===== src/rtl/mult_pkg.sv =====
// Shared constants and state encoding for the sequential shift-add multiplier.
package mult_pkg;

   localparam int MULT_W    = 16;
   localparam int MULT_ITER = 16;
   localparam int CNT_W     = $clog2(MULT_ITER);

   typedef enum logic [1:0] {
      IDLE = 2'd0,
      CALC = 2'd1,
      FIN  = 2'd2
   } state_t;

endpackage


===== src/rtl/my16bitaddsub_gate.sv =====
// 16-bit ripple-carry adder/subtractor built from bit-level gates.
// sub_i=1 computes a_i - b_i (two's complement); cout_o is the raw carry out.
module my16bitaddsub_gate (
   input  logic [15:0] a_i,
   input  logic [15:0] b_i,
   input  logic        sub_i,
   output logic [15:0] sum_o,
   output logic        cout_o
);

   logic [15:0] bx;
   logic [16:0] c;

   assign bx   = b_i ^ {16{sub_i}};
   assign c[0] = sub_i;

   for (genvar i = 0; i < 16; i++) begin : g_bit
      assign sum_o[i] = a_i[i] ^ bx[i] ^ c[i];
      assign c[i+1]   = (a_i[i] & bx[i]) | (c[i] & (a_i[i] ^ bx[i]));
   end

   assign cout_o = c[16];

endmodule


===== src/rtl/seq_multiplier.sv =====
// 16x16 unsigned shift-add multiplier, one partial product per clock (17-cycle op).
// Optional MULT_ZERO_BYPASS_EN: zero operands skip the iterations and finish early.
module seq_multiplier
   import mult_pkg::*;
(
   input  logic              Clk,
   input  logic              Reset,
   input  logic [MULT_W-1:0] A,
   input  logic [MULT_W-1:0] B,
   input  logic              Load,
   output logic [MULT_W-1:0] Hi,
   output logic [MULT_W-1:0] Lo,
   output logic              Done,
   output logic              Busy
);

   state_t            state_q, state_d;
   logic [MULT_W-1:0] hi_q, hi_d;
   logic [MULT_W-1:0] lo_q, lo_d;
   logic [MULT_W-1:0] m_q, m_d;
   logic [CNT_W-1:0]  cnt_q, cnt_d;
   logic              done_q, done_d;
   logic              busy_q, busy_d;

   logic [MULT_W-1:0] addend;
   logic [MULT_W-1:0] sum;
   logic              cout;

   // Adding zero when the multiplier bit is clear yields {0,Hi} with no extra mux.
   assign addend = lo_q[0] ? m_q : '0;

   my16bitaddsub_gate u_add (
      .a_i    (hi_q),
      .b_i    (addend),
      .sub_i  (1'b0),
      .sum_o  (sum),
      .cout_o (cout)
   );

   always_comb begin
      state_d = state_q;
      hi_d    = hi_q;
      lo_d    = lo_q;
      m_d     = m_q;
      cnt_d   = cnt_q;
      done_d  = done_q;
      busy_d  = busy_q;
      case (state_q)
         IDLE: begin
            if (Load) begin
               m_d     = A;
               lo_d    = B;
               hi_d    = '0;
               cnt_d   = '0;
               done_d  = 1'b0;
               busy_d  = 1'b1;
               state_d = CALC;
            end
         end
         CALC: begin
            {hi_d, lo_d} = {cout, sum, lo_q[MULT_W-1:1]};
            cnt_d        = cnt_q + 1'b1;
            if (cnt_q == CNT_W'(MULT_ITER - 1)) state_d = FIN;
`ifdef MULT_ZERO_BYPASS_EN
            // Operands are still intact on the first iteration; zero product is known.
            if (cnt_q == '0 && (m_q == '0 || lo_q == '0)) begin
               hi_d    = '0;
               lo_d    = '0;
               state_d = FIN;
            end
`endif
         end
         FIN: begin
            done_d  = 1'b1;
            busy_d  = 1'b0;
            state_d = IDLE;
         end
         default: state_d = IDLE;
      endcase
   end

   always_ff @(posedge Clk) begin
      if (Reset) begin
         state_q <= IDLE;
         hi_q    <= '0;
         lo_q    <= '0;
         m_q     <= '0;
         cnt_q   <= '0;
         done_q  <= 1'b0;
         busy_q  <= 1'b0;
      end else begin
         state_q <= state_d;
         hi_q    <= hi_d;
         lo_q    <= lo_d;
         m_q     <= m_d;
         cnt_q   <= cnt_d;
         done_q  <= done_d;
         busy_q  <= busy_d;
      end
   end

   assign Hi   = hi_q;
   assign Lo   = lo_q;
   assign Done = done_q;
   assign Busy = busy_q;

endmodule


===== config.mk =====
export PLATFORM = sky130hd
export DESIGN_NAME = seq_multiplier
export DESIGN_NICKNAME = d
export VERILOG_FILES = /design/src/rtl/mult_pkg.sv /design/src/rtl/my16bitaddsub_gate.sv /design/src/rtl/seq_multiplier.sv
export SDC_FILE = /design/constraint.sdc
export NUM_CORES = 1
export LEC_CHECK = 0
export CORE_UTILIZATION = 51
export CTS_CLUSTER_DIAMETER = 60
export DETAILED_ROUTE_END_ITERATION = 8
export PLACE_DENSITY_LB_ADDON = 0.15
export SYNTH_ARGS = -nofsm -noshare
export SYNTH_HDL_FRONTEND = slang
export SYNTH_SLANG_ARGS = --single-unit

===== constraint.sdc =====
create_clock -name Clk -period 9.7 [get_ports Clk]
set_input_delay 1.94 -clock Clk [delete_from_list [all_inputs] [get_ports Clk]]
set_output_delay 1.94 -clock Clk [all_outputs]
set_load 0.01 [all_outputs]

== Word level (Yosys, flattened, before mapping) ==
Cells that the tools add are included.
W data, S select, Z words.

* Logic and storage cells: 111
* Output and inout port bits: 34
* Bits of input ports: 35
* Flip-flop bits (word level): 56

* Reductions and logical operators: 7
* $add $sub $neg: 1
* Bitwise gates (word level): 77
* Equality and inequality tests: 5
* Mux-type cells: 14

{| class="wikitable"
|+ Operators with widths
! kind !! number
|-
| $pmux W16 S2 || 2
|-
| $mux W16 || 3
|-
| $and A1 B1 Y1 || 31
|-
| $xor A1 B1 Y1 || 31
|-
| $or A1 B1 Y1 || 15
|-
| $pmux W4 S2 || 1
|-
| $reduce_and A2 Y1 || 4
|-
| $add A4 B1 Y4 const B || 1
|-
| $eq A4 B4 Y1 const B || 1
|-
| $mux W2 || 2
|-
| $mux W4 || 1
|-
| $ne A2 B2 Y1 const B || 2
|-
| $pmux W1 S2 || 2
|-
| $pmux W2 S2 || 1
|-
| $reduce_bool A2 Y1 || 2
|-
| $eq A2 B1 Y1 const B || 1
|-
| $eq A2 B2 Y1 const B || 1
|-
| $logic_not A2 Y1 || 1
|-
| $mux W1 || 2
|}

== Depth between registers and ports, before layout ==
Gate-level depths: netlist (run 1).

* Depth in word-level cells: 33
* Depth in mapped cells: 25
* Mapped depth without buffers: 25

== Modules after synthesis ==
Synthesis (run 1) repeated with hierarchy kept, for this count alone.

* Cells, all modules: 316
* Area total of the unflattened synthesis: 2905.3 um^2

{| class="wikitable"
|+ Modules (own cells, without submodules)
! module !! area each (um^2) !! instances !! sequential area each (um^2) !! cells an instance
|-
| seq_multiplier || 2317.2 || 1 || 1121.1 || 254
|-
| my16bitaddsub_gate || 588.1 || 1 || 0.0 || 62
|}

== Least setup slack after synthesis (run 1) ==
OpenSTA, ideal clock, no wires.

* Path kind: flip-flop to flip-flop
* From: register lo_q[0] (netlist: Lo[0])
* To: register hi_q[14] (netlist: Hi[14])
* Data required time: 9.572 ns
* Period minus slack after synthesis: 5.718 ns
* Library setup time: 0.128 ns
* Cell stages (with the launch flop): 25
* Setup slack: 3.982 ns
* Arrival: 5.589 ns
* Buffers on the path: 1
* Cell sequence: dfxtp_1 -> clkbuf_1 -> nand2_1 -> fa_1 -> fa_1 -> inv_1 -> fa_1 -> fa_1 -> fa_1 -> inv_1 -> fa_1 -> fa_1 -> fa_1 -> fa_1 -> fa_1 -> inv_1 -> fa_1 -> inv_1 -> fa_1 -> inv_1 -> fa_1 -> fa_1 -> inv_1 -> fa_1 -> o2bb2ai_1

* Word-level cells in the longest chain between the ends: 32
* Elaborated cells between the ends (all ways): 61
* Classes of those cells: mux (2); bitwise (59)

{| class="wikitable"
|+ Ends and longest elaborated chain
! what !! line !! RTL
|-
| start, declared || seq_multiplier.sv:19 || <nowiki>logic [MULT_W-1:0] lo_q, lo_d;</nowiki>
|-
| start signal, assigned || seq_multiplier.sv:94 || <nowiki>lo_q <= lo_d;</nowiki>
|-
| $mux W16 (*) || seq_multiplier.sv:30 || <nowiki>assign addend = lo_q[0] ? m_q : '0;</nowiki>
|-
| $and A1 B1 Y1 or $xor A1 B1 Y1 (tied branches) || my16bitaddsub_gate.sv:19 || <nowiki>assign c[i+1] = (a_i[i] & bx[i]) | (c[i] & (a_i[i] ^ bx[i]));</nowiki>
|-
| $and A1 B1 Y1 || my16bitaddsub_gate.sv:19 ||
|-
| $or A1 B1 Y1 || my16bitaddsub_gate.sv:19 ||
|-
| $and A1 B1 Y1 || my16bitaddsub_gate.sv:19 ||
|-
| $or A1 B1 Y1 || my16bitaddsub_gate.sv:19 ||
|-
| $and A1 B1 Y1 || my16bitaddsub_gate.sv:19 ||
|-
| $or A1 B1 Y1 || my16bitaddsub_gate.sv:19 ||
|-
| (+16 left out) || - ||
|-
| $and A1 B1 Y1 || my16bitaddsub_gate.sv:19 ||
|-
| $or A1 B1 Y1 || my16bitaddsub_gate.sv:19 ||
|-
| $and A1 B1 Y1 || my16bitaddsub_gate.sv:19 ||
|-
| $or A1 B1 Y1 || my16bitaddsub_gate.sv:19 ||
|-
| $and A1 B1 Y1 || my16bitaddsub_gate.sv:19 ||
|-
| $or A1 B1 Y1 || my16bitaddsub_gate.sv:19 ||
|-
| $xor A1 B1 Y1 (*) || my16bitaddsub_gate.sv:18 || <nowiki>assign sum_o[i] = a_i[i] ^ bx[i] ^ c[i];</nowiki>
|-
| $pmux W16 S2 (*) || seq_multiplier.sv:48 || <nowiki>case (state_q)</nowiki>
|-
| end signal, assigned || seq_multiplier.sv:93 || <nowiki>hi_q <= hi_d;</nowiki>
|-
| end, declared || seq_multiplier.sv:18 || <nowiki>logic [MULT_W-1:0] hi_q, hi_d;</nowiki>
|}

Every way passes the cells marked *; elsewhere a longest branch is shown, timed or not.
A chain may end at the register's enable or synchronous reset.

== Worst setup path in the final report (run 1) ==
Ends and elaborated chain as after synthesis.

==> flow_metrics.env, run 1 <==
export IMPL_synth_edff_count=0
export IMPL_syn_inst=279
export IMPL_grt_pass1_vias=2036
export IMPL_core_area_um2=4755
export IMPL_top_layer="met4"
export IMPL_power_leakage_nw=1.220
export IMPL_outcome="finished, final reports clean"
export IMPL_synth_common_cells="dfxtp_1 (56), nor2_1 (52), nand2_1 (41)"
export IMPL_synth_area_top_cells="dfxtp_1 (44%), fa_1 (12%), nor2_1 (7.7%), nand2_1 (6.1%), nor4_1 (4.0%)"
export IMPL_rsz0062_at_grt="no"
export IMPL_drt_met1_wl_um=2501
export IMPL_grt_max_degree=34
export IMPL_pin_count=69
export IMPL_synth_flop_cell="dfxtp_1"
export IMPL_syn2layout_area_growth_pct=29.73
export IMPL_row_count=25
export IMPL_cp_data_arrival_time_ns=6.27
export IMPL_cts_root_buffer="clkbuf_8"
export IMPL_num_fill_cells=387
export IMPL_cts_repair_resized=0
export IMPL_via_per_inst=5.125
export IMPL_wl_met2_um=2508
export IMPL_max_slew_margin=0.3212
export IMPL_async_flop_share=0
export IMPL_drive_above_1_share=0.04706
export IMPL_firstDrtPassIters=4
export IMPL_hold_buffers=0
export IMPL_antenna_found_initial=0
export IMPL_antenna_diode_count=0
export IMPL_syn_area_um2=2525
export IMPL_worstMarginPinSlew_ns=1.014
export IMPL_num_nets_final=391
export IMPL_slew_violations=0
export IMPL_multiInputGateArea_um2=1217
export IMPL_final_core_util=0.6889
export IMPL_vias=2086
export IMPL_htreeDepth=2
export IMPL_drt_iter0_markers=94
export IMPL_grt_overflow=0
export IMPL_power_density_nw_per_um2=143.8
export IMPL_cts_made_buffers=5
export IMPL_clk_latency_ns=0.32
export IMPL_synth_fp_nets=331
export IMPL_yosysMostFrequentCell="dfxtp_1"
export IMPL_clkSlewWorstSetupHoldPaths_ns=0.11
export IMPL_ant_nets=0
export IMPL_place_port_buffers=68
export IMPL_cap_violations=0
export IMPL_vdd_drop_max_mv=0.07117
export IMPL_clock_sink_count=56
export IMPL_synth_seq_cells=56
export IMPL_grt_pass1_wl_um=9170
export IMPL_synth_top_area_share=0.4440
export IMPL_hold_path_class="flop to flop"
export IMPL_synth_cell_types=31
export IMPL_min_period_over_period=0.6242
export IMPL_cp_start_kind="flop"
export IMPL_cts_setup_buffers=0
export IMPL_routedWlPerCell_um=13.11
export IMPL_fin_crit_ns=6.055
export IMPL_die_w_um=72.36
export IMPL_path_class="flop to flop"
export IMPL_cts_buffer_depth=2
export IMPL_cp_required_ns=9.92
export IMPL_yosysWarnings=0
export IMPL_finalSetupTns_ns=0
export IMPL_max_freq_mhz=165.2
export IMPL_setup_viol=0
export IMPL_die_area_um2=5236
export IMPL_seq_area_frac_synth=0.4440
export IMPL_grtUsageTotal=0.2280
export IMPL_drc=0
export IMPL_hold_violations=0
export IMPL_syn_area_per_cell_um2=9.050
export IMPL_gp_congestion=0.7766
export IMPL_finClkSkew_ns=0.01202
export IMPL_crit_path_max_fanout=18
export IMPL_initial_utilization=0.5311
export IMPL_cts_tree="done"
export IMPL_met3_length_um=232
export IMPL_endpoint_kind="flop"
export IMPL_drt_total_wl_um=5335
export IMPL_yosysTopAreaCell="dfxtp_1"
export IMPL_die_h_um=72.36
export IMPL_ff_latch_area_um2=1121
export IMPL_dp_hpwl_um=3688
metrics by stage:
step | power [W] | instances | worst slack [ns] | hold WS [ns] | area (um^2)
4_1_cts | 0.0004745 | 407 | 3.638 | 0.4575 | 3276
3_3_place_gp | 0.0003415 | 399 | 3.738 | 0.4386 | 3182
3_5_place_dp | 0.0003429 | 399 | 3.638 | 0.4429 | 3182
2_1_floorplan | 0.0003064 | 279 | 3.982 | 0.4317 | 2525
5_1_grt | 0.0004926 | 407 | 3.252 | 0.4803 | 3276
6_report | 0.0004709 | 407 | 3.645 | 0.4544 | 3276
power breakdown:
group          internal [W]  total (W)  switching, W
Clock             0.0000528   0.000134     0.0000807
Combinational     0.0000414  0.0000807     0.0000393
Sequential         0.000244   0.000257     0.0000125
metal layers:
layer / GRT usage / vias up
li1: - / 1029
met1: 0.2898 / 1006
met2: 0.3811 / 44
met3: 0.05278 / 7
met4: 0.08061 / 0
met5: 0 / -
registers in the layout, indices dropped and copies added, names as in the netlist:
name	count
state_q	2
cnt_q	4
Lo	16
Done	1
Busy	1
Hi	16
m_q	16
cell type report:
class	count	area share
Timing Repair Buffer	70	0.2124
Inverter	17	0.01948
Tap cell	67	0.02559
Sequential cell	56	0.3422
Clock buffer	5	0.02101
Clock inverter	3	0.007639
Multi-Input combinational cell	189	0.3717
cells in the final DEF, fill, tap and decap left out, types with 2 or more instances in the layout:
master,instances
nor4_1,16
nand2b_1,4
a21oi_1,17
buf_4,2
o2bb2ai_1,10
clkdlybuf4s50_1,68
nor2_1,52
a31oi_1,2
inv_6,2
a22o_1,7
nand2_1,41
ha_1,2
dfxtp_1,56
inv_1,17
fa_1,15
nand3_1,3
clkbuf_8,5
and2_1,8
path summary, 6_finish.rpt:
check | start | endpoint | slack (ns) | cells past startpoint
max | Lo[0]$_SDFFE_PP0P_ | Hi[14]$_SDFFE_PP0P_ | 3.65 | 25
min | m_q[14]$_SDFFE_PP0P_ | m_q[14]$_SDFFE_PP0P_ | 0.45 | 2
min reg2reg | m_q[14]$_SDFFE_PP0P_ | m_q[14]$_SDFFE_PP0P_ | 0.45 | 2
max reg2reg | Lo[0]$_SDFFE_PP0P_ | Hi[14]$_SDFFE_PP0P_ | 3.65 | 25
worst max-delay path: stages (launching register included):
cell,delay [ns]
dfxtp_1,0.69
and2_1,0.21
ha_1,0.13
inv_1,0.05
fa_1,0.37
fa_1,0.37
inv_1,0.07
fa_1,0.18
fa_1,0.18
fa_1,0.16
inv_1,0.05
fa_1,0.37
fa_1,0.39
fa_1,0.39
fa_1,0.38
fa_1,0.36
inv_1,0.07
fa_1,0.15
inv_1,0.05
fa_1,0.35
inv_1,0.08
fa_1,0.18
fa_1,0.16
inv_1,0.05
fa_1,0.47
o2bb2ai_1,0.06
logic make-up after synthesis:
logic type | synth area share
AOI/OAI and AO/OA | 0.1095
buffers and inverters | 0.07383
and+or+nand+nor | 0.2394
DFF | 0.4440
muxes | 0.004460
adders and majority gates | 0.1288
Note: power is estimated with default switching activity, not from simulation.
==> inputs of run 2 (changes only) <==
Settings changed: CORE_UTILIZATION 51 to 48.
Clock period 9.7 ns to 6.3 ns, I/O delays scaled along.
==> run 2 against run 1 <==
- sequential cell count did not move
- clock power rose by 31%
- die area rose by 6.1%
- largest power group unchanged
- count of clock-buffer cells in the layout did not move
- wire length fell by 0.94%
- core utilization fell by 4.6 points
- register-to-register slack got worse by 3.2 ns
==> flow_metrics.env, run 2 (synthesis gave the netlist of run 1 again) <==
export IMPL_top_layer="met4"
export IMPL_cts_repair_resized=0
export IMPL_initial_utilization=0.4975
export IMPL_r2r_slack_ns=0.42
export IMPL_cap_violations=0
export IMPL_drt_met1_wl_um=2436
export IMPL_clock_sink_count=56
export IMPL_place_port_buffers=68
export IMPL_dp_hpwl_um=3683
export IMPL_cp_required_ns=6.49
export IMPL_drt_iter0_markers=53
export IMPL_grt_pass1_vias=1970
export IMPL_cts_tree="done"
export IMPL_slew_violations=0
export IMPL_vias=2096
export IMPL_crit_top_cell="fa_1"
export IMPL_power_leakage_nw=1.216
export IMPL_crit_path_max_incr_delay_ns=0.51
export IMPL_drt_total_wl_um=5285
export IMPL_r2r_end="Hi[14]$_SDFFE_PP0P_"
export IMPL_finalSetupTns_ns=0
export IMPL_firstDrtPassIters=4
export IMPL_ant_nets=0
export IMPL_row_count=26
export IMPL_grt_max_degree=42
export IMPL_startpoint="Lo[0]$_SDFFE_PP0P_"
export IMPL_wl_met2_um=2552
export IMPL_design_area_um2=3262
export IMPL_cp_start_kind="flop"
export IMPL_grtUsageTotal=0.2078
export IMPL_cts_buffer_depth=2
export IMPL_cts_root_buffer="clkbuf_8"
export IMPL_met3_length_um=249
export IMPL_r2r_start="Lo[0]$_SDFFE_PP0P_"
export IMPL_final_common_cell="clkdlybuf4s50_1"
export IMPL_critPathSlowestCell="dfxtp_1"
export IMPL_min_period_over_period=0.9337
export IMPL_max_freq_mhz=170.0
export IMPL_drc=0
export IMPL_hold_buffers=0
export IMPL_worstMarginPinSlew_ns=1.120
export IMPL_path_class="flop to flop"
export IMPL_placed_area_um2=3193
export IMPL_power_density_nw_per_um2=213.1
export IMPL_min_delay_path_depth=2
export IMPL_die_area_um2=5554
export IMPL_setup_viol=0
export IMPL_endpoint_kind="flop"
export IMPL_final_cell_mix="clkdlybuf4s50_1 (68), dfxtp_1 (56), nor2_1 (52)"
export IMPL_antenna_diode_count=0
export IMPL_outcome="finished, final reports clean"
export IMPL_hold_path_class="flop to flop"
export IMPL_placedCellCount=403
export IMPL_finClkSkew_ns=0.003784
export IMPL_hp_start="m_q[11]$_SDFFE_PP0P_"
export IMPL_grt_overflow=0
export IMPL_clk_latency_ns=0.30
export IMPL_num_nets_final=392
export IMPL_rsz0062_at_grt="no"
export IMPL_htreeDepth=2
export IMPL_pin_count=69
export IMPL_core_area_um2=5075
export IMPL_clkSlewWorstSetupHoldPaths_ns=0.09
export IMPL_crit_end="Hi[14]$_SDFFE_PP0P_"
export IMPL_grt_pass1_wl_um=8769
export IMPL_drive_above_1_share=0.04142
export IMPL_fin_crit_ns=5.882
export IMPL_ff_latch_area_um2=1121
export IMPL_multiInputGateArea_um2=1217
export IMPL_via_per_inst=5.137
export IMPL_die_h_um=74.53
export IMPL_hold_violations=0
export IMPL_reg2reg_depth=25
export IMPL_routedWlPerCell_um=12.95
export IMPL_syn2layout_area_growth_pct=29.19
export IMPL_cp_data_arrival_time_ns=6.07
export IMPL_die_w_um=74.53
export IMPL_max_slew_margin=0.2504
export IMPL_num_fill_cells=475
export IMPL_antenna_found_initial=0
export IMPL_vdd_drop_max_mv=0.1343
export IMPL_gp_congestion=0.7766
export IMPL_cts_setup_buffers=0
export IMPL_cts_made_buffers=5
export IMPL_instances_no_fill=408
export IMPL_crit_path_max_fanout=10
run 2: changes by cell type in the layout (fill, tap and decap cells not counted), sizes merged:
cell and change:
inv -2, buf +1, clkinvlp -1
run 2: worst min-delay path by stage:
stage                                      end  slack, ns
after floorplan            m_q[0]$_SDFFE_PP0P_       0.43
after global routing       m_q[1]$_SDFFE_PP0P_       0.48
after detailed placement  m_q[11]$_SDFFE_PP0P_       0.44
final                     m_q[11]$_SDFFE_PP0P_       0.45
after global placement     m_q[0]$_SDFFE_PP0P_       0.44
after CTS                 m_q[11]$_SDFFE_PP0P_       0.46
run 2: critical path, delay by kind of cell, from the launching register on:
family          cells  cell delay (ns)
fa+ha+maj          16             4.61
flops               1             0.51
buf+inv             7             0.42
simple gates        1             0.18
compound gates      1             0.05
run 2: layout make-up:
type | count | share of cell area
sequential | 56 | 0.3437
tap | 70 | 0.02685
timing repair buffer | 71 | 0.2156
inverter | 17 | 0.01956
multi-input combinational | 189 | 0.3732
clock buffer | 5 | 0.02110
run 2: per-stage QoR:
| step | util | worst slack [ns] | total power (W) | hold WS (ns) |
|---|---|---|---|---|
| 3_3_place_gp | 0.6292 | 0.5257 | 0.0005276 | 0.4402 |
| 5_1_grt | 0.6428 | 0.09607 | 0.0007337 | 0.4818 |
| 4_1_cts | 0.6428 | 0.3929 | 0.0007034 | 0.4557 |
| 2_1_floorplan | - | 0.5824 | 0.0004718 | 0.4317 |
| 6_report | 0.6428 | 0.4179 | 0.0006950 | 0.4517 |
| 3_5_place_dp | 0.6292 | 0.4052 | 0.0005291 | 0.4429 |
run 2: metal layers:
metal  track usage  vias to the layer above
met5             0                        -
met4       0.05660                        0
met3       0.05285                        6
met2        0.3644                       45
met1        0.2526                     1014
li1              -                     1031
run 2: report_power, final:
part	switching [W]	internal (W)	leakage [nW]
clock	0.000103	0.0000721	0.0359
combinational	0.0000619	0.0000646	0.722
sequential	0.0000179	0.000376	0.459
==> inputs of run 3 (changes only) <==
Clock period 6.3 ns to 6 ns, I/O delays scaled along.
==> run 3 against run 2 <==
- hold slack improved by 0.0034 ns
- global-route usage rose by 0.87 points
- fmax rose by 3.8%
- largest power group unchanged
- highest routed layer unchanged
==> flow_metrics.env, run 3 (synthesis gave the netlist of run 1 again) <==
export IMPL_endpoint_kind="flop"
export IMPL_cts_tree="done"
export IMPL_power_density_nw_per_um2=245.4
export IMPL_cap_violations=0
export IMPL_initial_utilization=0.4975
export IMPL_drt_met1_wl_um=2504
export IMPL_vias=2053
export IMPL_grt_max_degree=34
export IMPL_startpoint="Lo[0]$_SDFFE_PP0P_"
export IMPL_clk_latency_ns=0.31
export IMPL_power_leakage_nw=1.240
export IMPL_firstDrtPassIters=4
export IMPL_drt_iter0_markers=77
export IMPL_clock_sink_count=56
export IMPL_hold_buffers=0
export IMPL_syn2layout_area_growth_pct=31.17
export IMPL_top_layer="met4"
export IMPL_row_count=26
export IMPL_hold_path_class="flop to flop"
export IMPL_num_fill_cells=456
export IMPL_grt_pass1_vias=1966
export IMPL_cts_setup_buffers=0
export IMPL_max_freq_mhz=176.5
export IMPL_grt_overflow=0
export IMPL_path_class="flop to flop"
export IMPL_drt_total_wl_um=5359
export IMPL_routedWlPerCell_um=13.07
export IMPL_antenna_diode_count=0
export IMPL_die_w_um=74.53
export IMPL_wl_met2_um=2550
export IMPL_final_common_cell="clkdlybuf4s50_1"
export IMPL_met3_length_um=256
export IMPL_via_per_inst=5.007
export IMPL_cp_start_kind="flop"
export IMPL_finClkSkew_ns=0.008058
export IMPL_crit_path_max_fanout=17
export IMPL_ff_latch_area_um2=1121
export IMPL_outcome="finished, final reports clean"
export IMPL_pin_count=69
export IMPL_holdWs_ns=0.4552
export IMPL_clkSlewWorstSetupHoldPaths_ns=0.10
export IMPL_r2r_start="Lo[0]$_SDFFE_PP0P_"
export IMPL_finalSetupTns_ns=0
export IMPL_cts_root_buffer="clkbuf_8"
export IMPL_gp_congestion=0.7747
export IMPL_drive_above_1_share=0.04706
export IMPL_cp_data_arrival_time_ns=5.87
export IMPL_die_area_um2=5554
export IMPL_hp_start="m_q[13]$_SDFFE_PP0P_"
export IMPL_fin_crit_ns=5.665
export IMPL_multiInputGateArea_um2=1217
export IMPL_worstMarginPinSlew_ns=1.191
export IMPL_vdd_drop_max_mv=0.1661
export IMPL_antenna_found_initial=0
export IMPL_num_nets_final=391
export IMPL_core_area_um2=5075
export IMPL_setup_viol=0
export IMPL_rsz0062_at_grt="no"
export IMPL_hold_violations=0
export IMPL_cp_required_ns=6.20
export IMPL_slew_violations=0
export IMPL_min_period_over_period=0.9442
export IMPL_place_port_buffers=68
export IMPL_final_cell_mix="clkdlybuf4s50_1 (68), dfxtp_1 (56), nor2_1 (52)"
export IMPL_htreeDepth=2
export IMPL_dp_hpwl_um=3646
export IMPL_die_h_um=74.53
export IMPL_max_slew_margin=0.2059
export IMPL_cts_buffer_depth=2
export IMPL_cts_made_buffers=5
export IMPL_cts_repair_resized=0
export IMPL_grtUsageTotal=0.2165
export IMPL_ant_nets=0
export IMPL_drc=0
export IMPL_grt_pass1_wl_um=9032
[run 3: changes by cell type in the layout (fill, tap and decap cells not counted)]
cell,previous run,this run
clkbuf_8,5,7
buf_4,3,2
bufinv_16,0,1
[run 3: cell type report]
cell class | instances | area share
Clock buffer | 7 | 0.02909
Clock inverter | 1 | 0.009067
Inverter | 17 | 0.01927
Multi-Input combinational cell | 189 | 0.3676
Sequential cell | 56 | 0.3385
Tap cell | 70 | 0.02645
Timing Repair Buffer | 70 | 0.2100
[run 3: path summary, 6_finish.rpt]
kind	slack, ns	cells after the start	endpoint
setup / recovery	0.34	24	Hi[14]$_SDFFE_PP0P_
hold / removal	0.46	2	m_q[13]$_SDFFE_PP0P_
hold reg to reg	0.46	2	m_q[13]$_SDFFE_PP0P_
setup reg to reg	0.34	24	Hi[14]$_SDFFE_PP0P_
[run 3: report_power, final]
part           switching (W)  internal, W  total (W)  leakage, nW
clock network       0.000119     0.000147   0.000267       0.0645
logic              0.0000666    0.0000674   0.000134        0.717
registers          0.0000171     0.000395   0.000412        0.459
total               0.000203     0.000610   0.000813         1.24
[run 3: per-stage QoR]
stage / std cells / setup slack, ns / utilization / cell area [um^2] / total power, W
after CTS: 410 / 0.3049 / 0.6526 / 3312 / 0.0008182
after global routing: 410 / 0.02965 / 0.6526 / 3312 / 0.0008530
final: 410 / 0.3350 / 0.6526 / 3312 / 0.0008127
after floorplan: 279 / 0.2824 / - / 2525 / 0.0004954
after detailed placement: 402 / 0.3135 / 0.6277 / 3186 / 0.0005544
after global placement: 402 / 0.4337 / 0.6277 / 3186 / 0.0005535
[run 3: per-layer routing]
layer / global-route usage / up-vias
met3: 0.05420 / 5
li1: - / 1032
met4: 0.05031 / 0
met2: 0.3664 / 45
met5: 0 / -
met1: 0.2787 / 971
[run 3: worst max-delay path, stage by stage (launching register included)]
cell       delay [ns]
dfxtp_1          0.33
buf_4            0.20
nand2_1          0.10
fa_1             0.41
fa_1             0.37
inv_1            0.07
fa_1             0.18
fa_1             0.18
fa_1             0.16
inv_1            0.05
fa_1             0.38
fa_1             0.39
fa_1             0.38
fa_1             0.39
fa_1             0.36
inv_1            0.07
fa_1             0.16
inv_1            0.05
fa_1             0.35
inv_1            0.07
fa_1             0.17
fa_1             0.16
inv_1            0.05
fa_1             0.47
o2bb2ai_1        0.05
